===== src/rtl/ram_arb_pkg.sv =====
// ram_arb_pkg
//   Shared definitions for the two-requester RAM port arbiter.
//   - DEF_DATA_W / DEF_ADDR_W : default RAM word and address widths (8x4 RAM)
//   - GNT_NONE / GNT0 / GNT1  : one-hot grant encoding used between the
//                               round-robin arbiter and the port sequencer
package ram_arb_pkg;

  localparam int DEF_DATA_W = 4;
  localparam int DEF_ADDR_W = 3;

  localparam logic [1:0] GNT_NONE = 2'b00;
  localparam logic [1:0] GNT0     = 2'b01;
  localparam logic [1:0] GNT1     = 2'b10;

endpackage


===== src/rtl/rr_arbiter2.sv =====
// rr_arbiter2
//   Purely combinational two-way round-robin arbiter.
//   Ports:
//     eligible   in  [1:0]  requester n may be granted this cycle
//     last_grant in  1      index of the requester granted most recently
//     gnt        out [1:0]  one-hot grant (GNT_NONE when nobody is eligible)
module rr_arbiter2
  import ram_arb_pkg::*;
(
  input  logic [1:0] eligible,
  input  logic       last_grant,
  output logic [1:0] gnt
);

  // On a tie the requester that was not served last wins; last_grant=1
  // therefore hands the tie to requester 0.
  always_comb begin
    gnt = GNT_NONE;
    case (eligible)
      2'b01:   gnt = GNT0;
      2'b10:   gnt = GNT1;
      2'b11:   gnt = last_grant ? GNT0 : GNT1;
      default: gnt = GNT_NONE;
    endcase
  end

endmodule


===== src/rtl/ram_port_arbiter.sv =====
// ram_port_arbiter
//   Round-robin arbiter and sequencer sharing one single-port RAM
//   (synchronous write, asynchronous read) between two requesters.
//   Ports:
//     clk, rst                      clock (rising edge), async active-high reset
//     req0/we0/addr0/wdata0         requester 0 transaction (held until ack)
//     ack0/rdata0                   requester 0 one-cycle completion + read data
//     req1/we1/addr1/wdata1         requester 1 transaction
//     ack1/rdata1                   requester 1 completion + read data
//     ram_we/ram_addr/ram_din       RAM port drive (zero when idle or in reset)
//     ram_dout                      RAM asynchronous read data
module ram_port_arbiter
  import ram_arb_pkg::*;
#(
  parameter int DATA_W = DEF_DATA_W,
  parameter int ADDR_W = DEF_ADDR_W
) (
  input  logic              clk,
  input  logic              rst,
  input  logic              req0,
  input  logic              we0,
  input  logic [ADDR_W-1:0] addr0,
  input  logic [DATA_W-1:0] wdata0,
  output logic              ack0,
  output logic [DATA_W-1:0] rdata0,
  input  logic              req1,
  input  logic              we1,
  input  logic [ADDR_W-1:0] addr1,
  input  logic [DATA_W-1:0] wdata1,
  output logic              ack1,
  output logic [DATA_W-1:0] rdata1,
  output logic              ram_we,
  output logic [ADDR_W-1:0] ram_addr,
  output logic [DATA_W-1:0] ram_din,
  input  logic [DATA_W-1:0] ram_dout
);

  logic [1:0]        eligible;
  logic [1:0]        gnt;
  logic              last_grant_q, last_grant_d;
  logic [1:0]        ack_q, ack_d;
  logic [DATA_W-1:0] rdata0_q, rdata0_d;
  logic [DATA_W-1:0] rdata1_q, rdata1_d;

  // A requester sitting in its ack cycle is not eligible, so its fields
  // (possibly a brand-new transaction) are never sampled in that cycle.
  assign eligible = {req1 & ~ack_q[1], req0 & ~ack_q[0]};

  rr_arbiter2 u_arb (
    .eligible   (eligible),
    .last_grant (last_grant_q),
    .gnt        (gnt)
  );

  // RAM mux and next-state. The RAM port is forced idle while rst is high
  // because the ack flops clear asynchronously and would otherwise let a
  // held request drive the RAM during reset.
  always_comb begin
    ram_we       = 1'b0;
    ram_addr     = '0;
    ram_din      = '0;
    last_grant_d = last_grant_q;
    ack_d        = gnt;
    rdata0_d     = rdata0_q;
    rdata1_d     = rdata1_q;

    if (!rst) begin
      case (gnt)
        GNT0: begin
          ram_we   = we0;
          ram_addr = addr0;
          ram_din  = wdata0;
        end
        GNT1: begin
          ram_we   = we1;
          ram_addr = addr1;
          ram_din  = wdata1;
        end
        default: begin
          ram_we   = 1'b0;
          ram_addr = '0;
          ram_din  = '0;
        end
      endcase
    end

    if (gnt == GNT0) begin
      last_grant_d = 1'b0;
    end else if (gnt == GNT1) begin
      last_grant_d = 1'b1;
    end

    // Reads capture the asynchronous RAM output of the grant cycle;
    // writes leave the requester's rdata untouched.
    if (gnt[0] && !we0) begin
      rdata0_d = ram_dout;
    end
    if (gnt[1] && !we1) begin
      rdata1_d = ram_dout;
    end
  end

  always_ff @(posedge clk or posedge rst) begin
    if (rst) begin
      last_grant_q <= 1'b1;
      ack_q        <= 2'b00;
      rdata0_q     <= '0;
      rdata1_q     <= '0;
    end else begin
      last_grant_q <= last_grant_d;
      ack_q        <= ack_d;
      rdata0_q     <= rdata0_d;
      rdata1_q     <= rdata1_d;
    end
  end

  assign ack0   = ack_q[0];
  assign ack1   = ack_q[1];
  assign rdata0 = rdata0_q;
  assign rdata1 = rdata1_q;

endmodule


===== config.mk =====
export PLATFORM = sky130hd
export DESIGN_NAME = ram_port_arbiter
export DESIGN_NICKNAME = d
export VERILOG_FILES = /design/src/rtl/ram_arb_pkg.sv /design/src/rtl/rr_arbiter2.sv /design/src/rtl/ram_port_arbiter.sv
export SDC_FILE = /design/constraint.sdc
export NUM_CORES = 1
export LEC_CHECK = 0
export CAP_MARGIN = 20
export CORE_ASPECT_RATIO = 1.25
export CORE_MARGIN = 5
export CORE_UTILIZATION = 36
export CTS_BUF_LIST = sky130_fd_sc_hd__clkbuf_16
export DETAILED_ROUTE_END_ITERATION = 10
export PLACE_DENSITY_LB_ADDON = 0.1
export SYNTH_ARGS = -nofsm -noshare
export SYNTH_HDL_FRONTEND = slang
export SYNTH_SLANG_ARGS = --single-unit

===== constraint.sdc =====
create_clock -name clk -period 3 [get_ports clk]
set_input_delay 0.6 -clock clk [delete_from_list [all_inputs] [get_ports clk]]
set_output_delay 0.6 -clock clk [all_outputs]
set_load 0.01 [all_outputs]

==> results.py <==
metrics = {
    "outcome": {
        "outcome": "finished, final reports clean",
    },
    "place": {
        "dp_cells": 115,
        "dpl.hpwl_um": 1350,
        "io_buffers": 41,
        "routabilityCongestion": 0.663,
        "placed_area_um2": 1070,
    },
    "logic_synthesis": {
        "avgSynthCellArea_um2": 11.3,
        "yosys_warnings": 0,
        "ys_ff_latch": 11,
        "yosysUniqueCellTypes": 20,
        "synthesis.area_um2": 611,
        "synth_fp_nets": 80,
        "yosysSeqAreaShare_pct": 45.3,
        "postSynthCellCount": 54,
    },
    "timing": {
        "finalSetupViolations": 0,
        "period_minus_slack_ps": 2930,
        "skew_ps": 1.84,
        "rsz0062_at_grt": "false",
        "max_freq_mhz": 342,
        "tightest_slew_ps": 396,
        "hold_violations": 0,
        "finalCritPeriodShare_pct": 97.5,
        "max_slew_margin_pct": 73.5,
        "drv_slew": 0,
    },
    "layout": {
        "post-route-util_pct": 72.2,
        "drive_gt1_share_pct": 25.7,
        "antennaDiodeCount": 0,
        "syn2layout_area_growth_pct": 87.1,
        "stdcell_count": 119,
        "multi_input_area_um2": 323,
        "regArea_um2": 277,
        "nFillCells": 121,
        "final_nets": 128,
        "final_area_um2": 1140,
    },
    "critical_path": {
        "start_kind": "primary input",
        "worstPathArrival_ps": 2330,
        "required_ps": 2400,
        "worstSetupPathType": "primary input to output port",
        "critPathMaxFanout": 8,
        "end_kind": "output port",
        "r2r_slack_ps": 1560,
    },
    "pwr": {
        "p_leak_nw": 0.516,
        "ir_drop_mv": 0.567,
        "total_power_mw": 0.811,
        "cellPowerDensity_nw_per_um2": 710,
    },
    "clock_tree": {
        "ctsLongestPathBuffers": 2,
        "clkLatencyLatePin_ps": 240,
        "cts_buffers": 3,
        "h-tree-depth": 1,
        "postCtsSetupRepairBufs": 0,
        "cts_tree": "built",
        "root_buffer": "clkbuf_16",
        "clk_pin_slew_worst_paths_ps": 40,
        "clock_sinks": 11,
        "cts_hold_buffers": 0,
    },
    "global_routing": {
        "antenna_found_initial": 0,
        "grtUsageTotal_pct": 14.1,
        "grt_pass1_vias": 598,
        "grt_max_degree": 12,
        "grt_overflow": 0,
        "grt_pass1_wl_um": 2650,
    },
    "drt": {
        "finalWirelength_um": 1680,
        "post_drt_wl_per_cell_um": 14.1,
        "drcViolationCount": 0,
        "viasPerCell": 4.86,
        "vias": 578,
        "ant_nets": 0,
        "drt_iter0_markers": 5,
        "first_pass_iters": 2,
    },
    "hold_path": {
        "hold_path_class": "flop to flop",
    },
    "floorplan": {
        "coreArea_um2": 1580,
        "die_h_um": 56.0,
        "die_width_um": 46.8,
        "dieArea_um2": 2620,
        "fp-row-count": 16,
        "ios": 42,
        "initial_utilization_pct": 38.6,
    },
    "flow_run": {
        "maxCapViolations": 0,
    },
}
==> what timing repair did <==
action,in CTS,in global routing
endpoints found under the setup margin,8,8
gates resized for setup,10,13
endpoints found under the hold margin,0,0
cloned,0,0
==> power by group <==
group	total (mW)	internal, mW	switching, mW
clock network	0.235	0.174	0.0606
registers	0.242	0.208	0.0334
logic	0.334	0.212	0.122
==> stage by stage <==
stage | hold slack [ps] | worst slack (ps) | TNS [ps]
after detailed placement | 493 | -344 | -2640
final | 498 | 74.9 | 0
after global routing | 518 | 1.60 | 0
after floorplan | 452 | 561 | 0
after CTS | 501 | 11.8 | 0
after global placement | 489 | -306 | -2410
==> cell families (layout without fill, tap and decap cells) <==
kind of cell             Yosys count  count (layout)  share of synthesized area, %
multiplexers                       9               9                          18.9
flip-flops                        11              11                          45.3
AND/OR/NAND/NOR                   14              14                          14.5
AO/OA/AOI/OAI                     11              11                          12.9
adder cells (fa/ha/maj)            2               2                          4.10
buffers and inverters              7              54                          4.30
==> synthesized netlist by cell type <==
cell	n	area share [%]
a211o_1	1	1.4
a21oi_1	1	0.82
a22oi_1	8	9.8
buf_1	1	0.61
clkbuf_1	2	1.2
dfrtp_1	10	41
dfstp_2	1	4.3
ha_1	2	4.1
inv_1	4	2.5
mux2_2	4	7.4
mux2_4	4	9.8
mux2i_1	1	1.6
nand2b_1	1	1.0
nand2b_4	1	2.3
nor2_1	8	4.9
nor2b_4	1	2.3
nor3b_1	1	1.2
o21ai_0	1	0.82
or2_2	1	1.0
or3_4	1	1.8
==> final cells by class <==
cell class                      instances  area share [%]
Clock buffer                            3            6.57
Clock inverter                          1           0.329
Inverter                                4            1.31
Multi-Input combinational cell         36            28.3
Sequential cell                        11            24.2
Tap cell                               18            1.97
Timing Repair Buffer                   46            37.3
==> critical path: stages <==
cell             delay [ps]
clkdlybuf4s50_1         480
nor2b_4                 160
o21ai_1                  90
ha_1                    330
or2_4                   300
nor2_1                  100
dlygate4sd2_1           270
==> registers in the layout, indices dropped and copies added (netlist names) <==
name          flops
rdata0            4
last_grant_q      1
ack_q             2
rdata1            4
==> cell usage in the layout, fill, tap and decap left out, drive strengths merged, types with 2 or more instances in the layout <==
| cell type | Yosys | routed |
|---|---|---|
| a22oi | 8 | 8 |
| buf | 1 | 5 |
| clkbuf | 2 | 7 |
| clkdlybuf4s15 | 0 | 3 |
| clkdlybuf4s50 | 0 | 33 |
| dfrtp | 10 | 10 |
| ha | 2 | 2 |
| inv | 4 | 5 |
| mux2 | 8 | 8 |
| nand2b | 2 | 2 |
| nor2 | 8 | 8 |
==> routing by layer <==
layer	up-vias	track usage, %	wire length (um)
li1	282	-	-
met1	256	15.3	610
met2	35	22.3	750
met3	5	4.21	272
met4	0	9.49	48
met5	-	0	0
==> path summary, 6_finish.rpt <==
path / start / end / depth (start not counted)
max in group asynchronous: rst / last_grant_q$_DFFE_PP1N_ / 2
worst max register to register: ack_q[1]$_DFF_PP0_ / rdata1[3]$_DFFE_PP0P_ / 4
worst min register to register: last_grant_q$_DFFE_PP1N_ / last_grant_q$_DFFE_PP1N_ / 2
worst min-delay path: last_grant_q$_DFFE_PP1N_ / last_grant_q$_DFFE_PP1N_ / 2
worst max-delay path: req0 / ram_din[3] / 7
min in group asynchronous: rst / rdata0[0]$_DFFE_PP0P_ / 2
No activity file was read; power rests on OpenSTA's default activity.
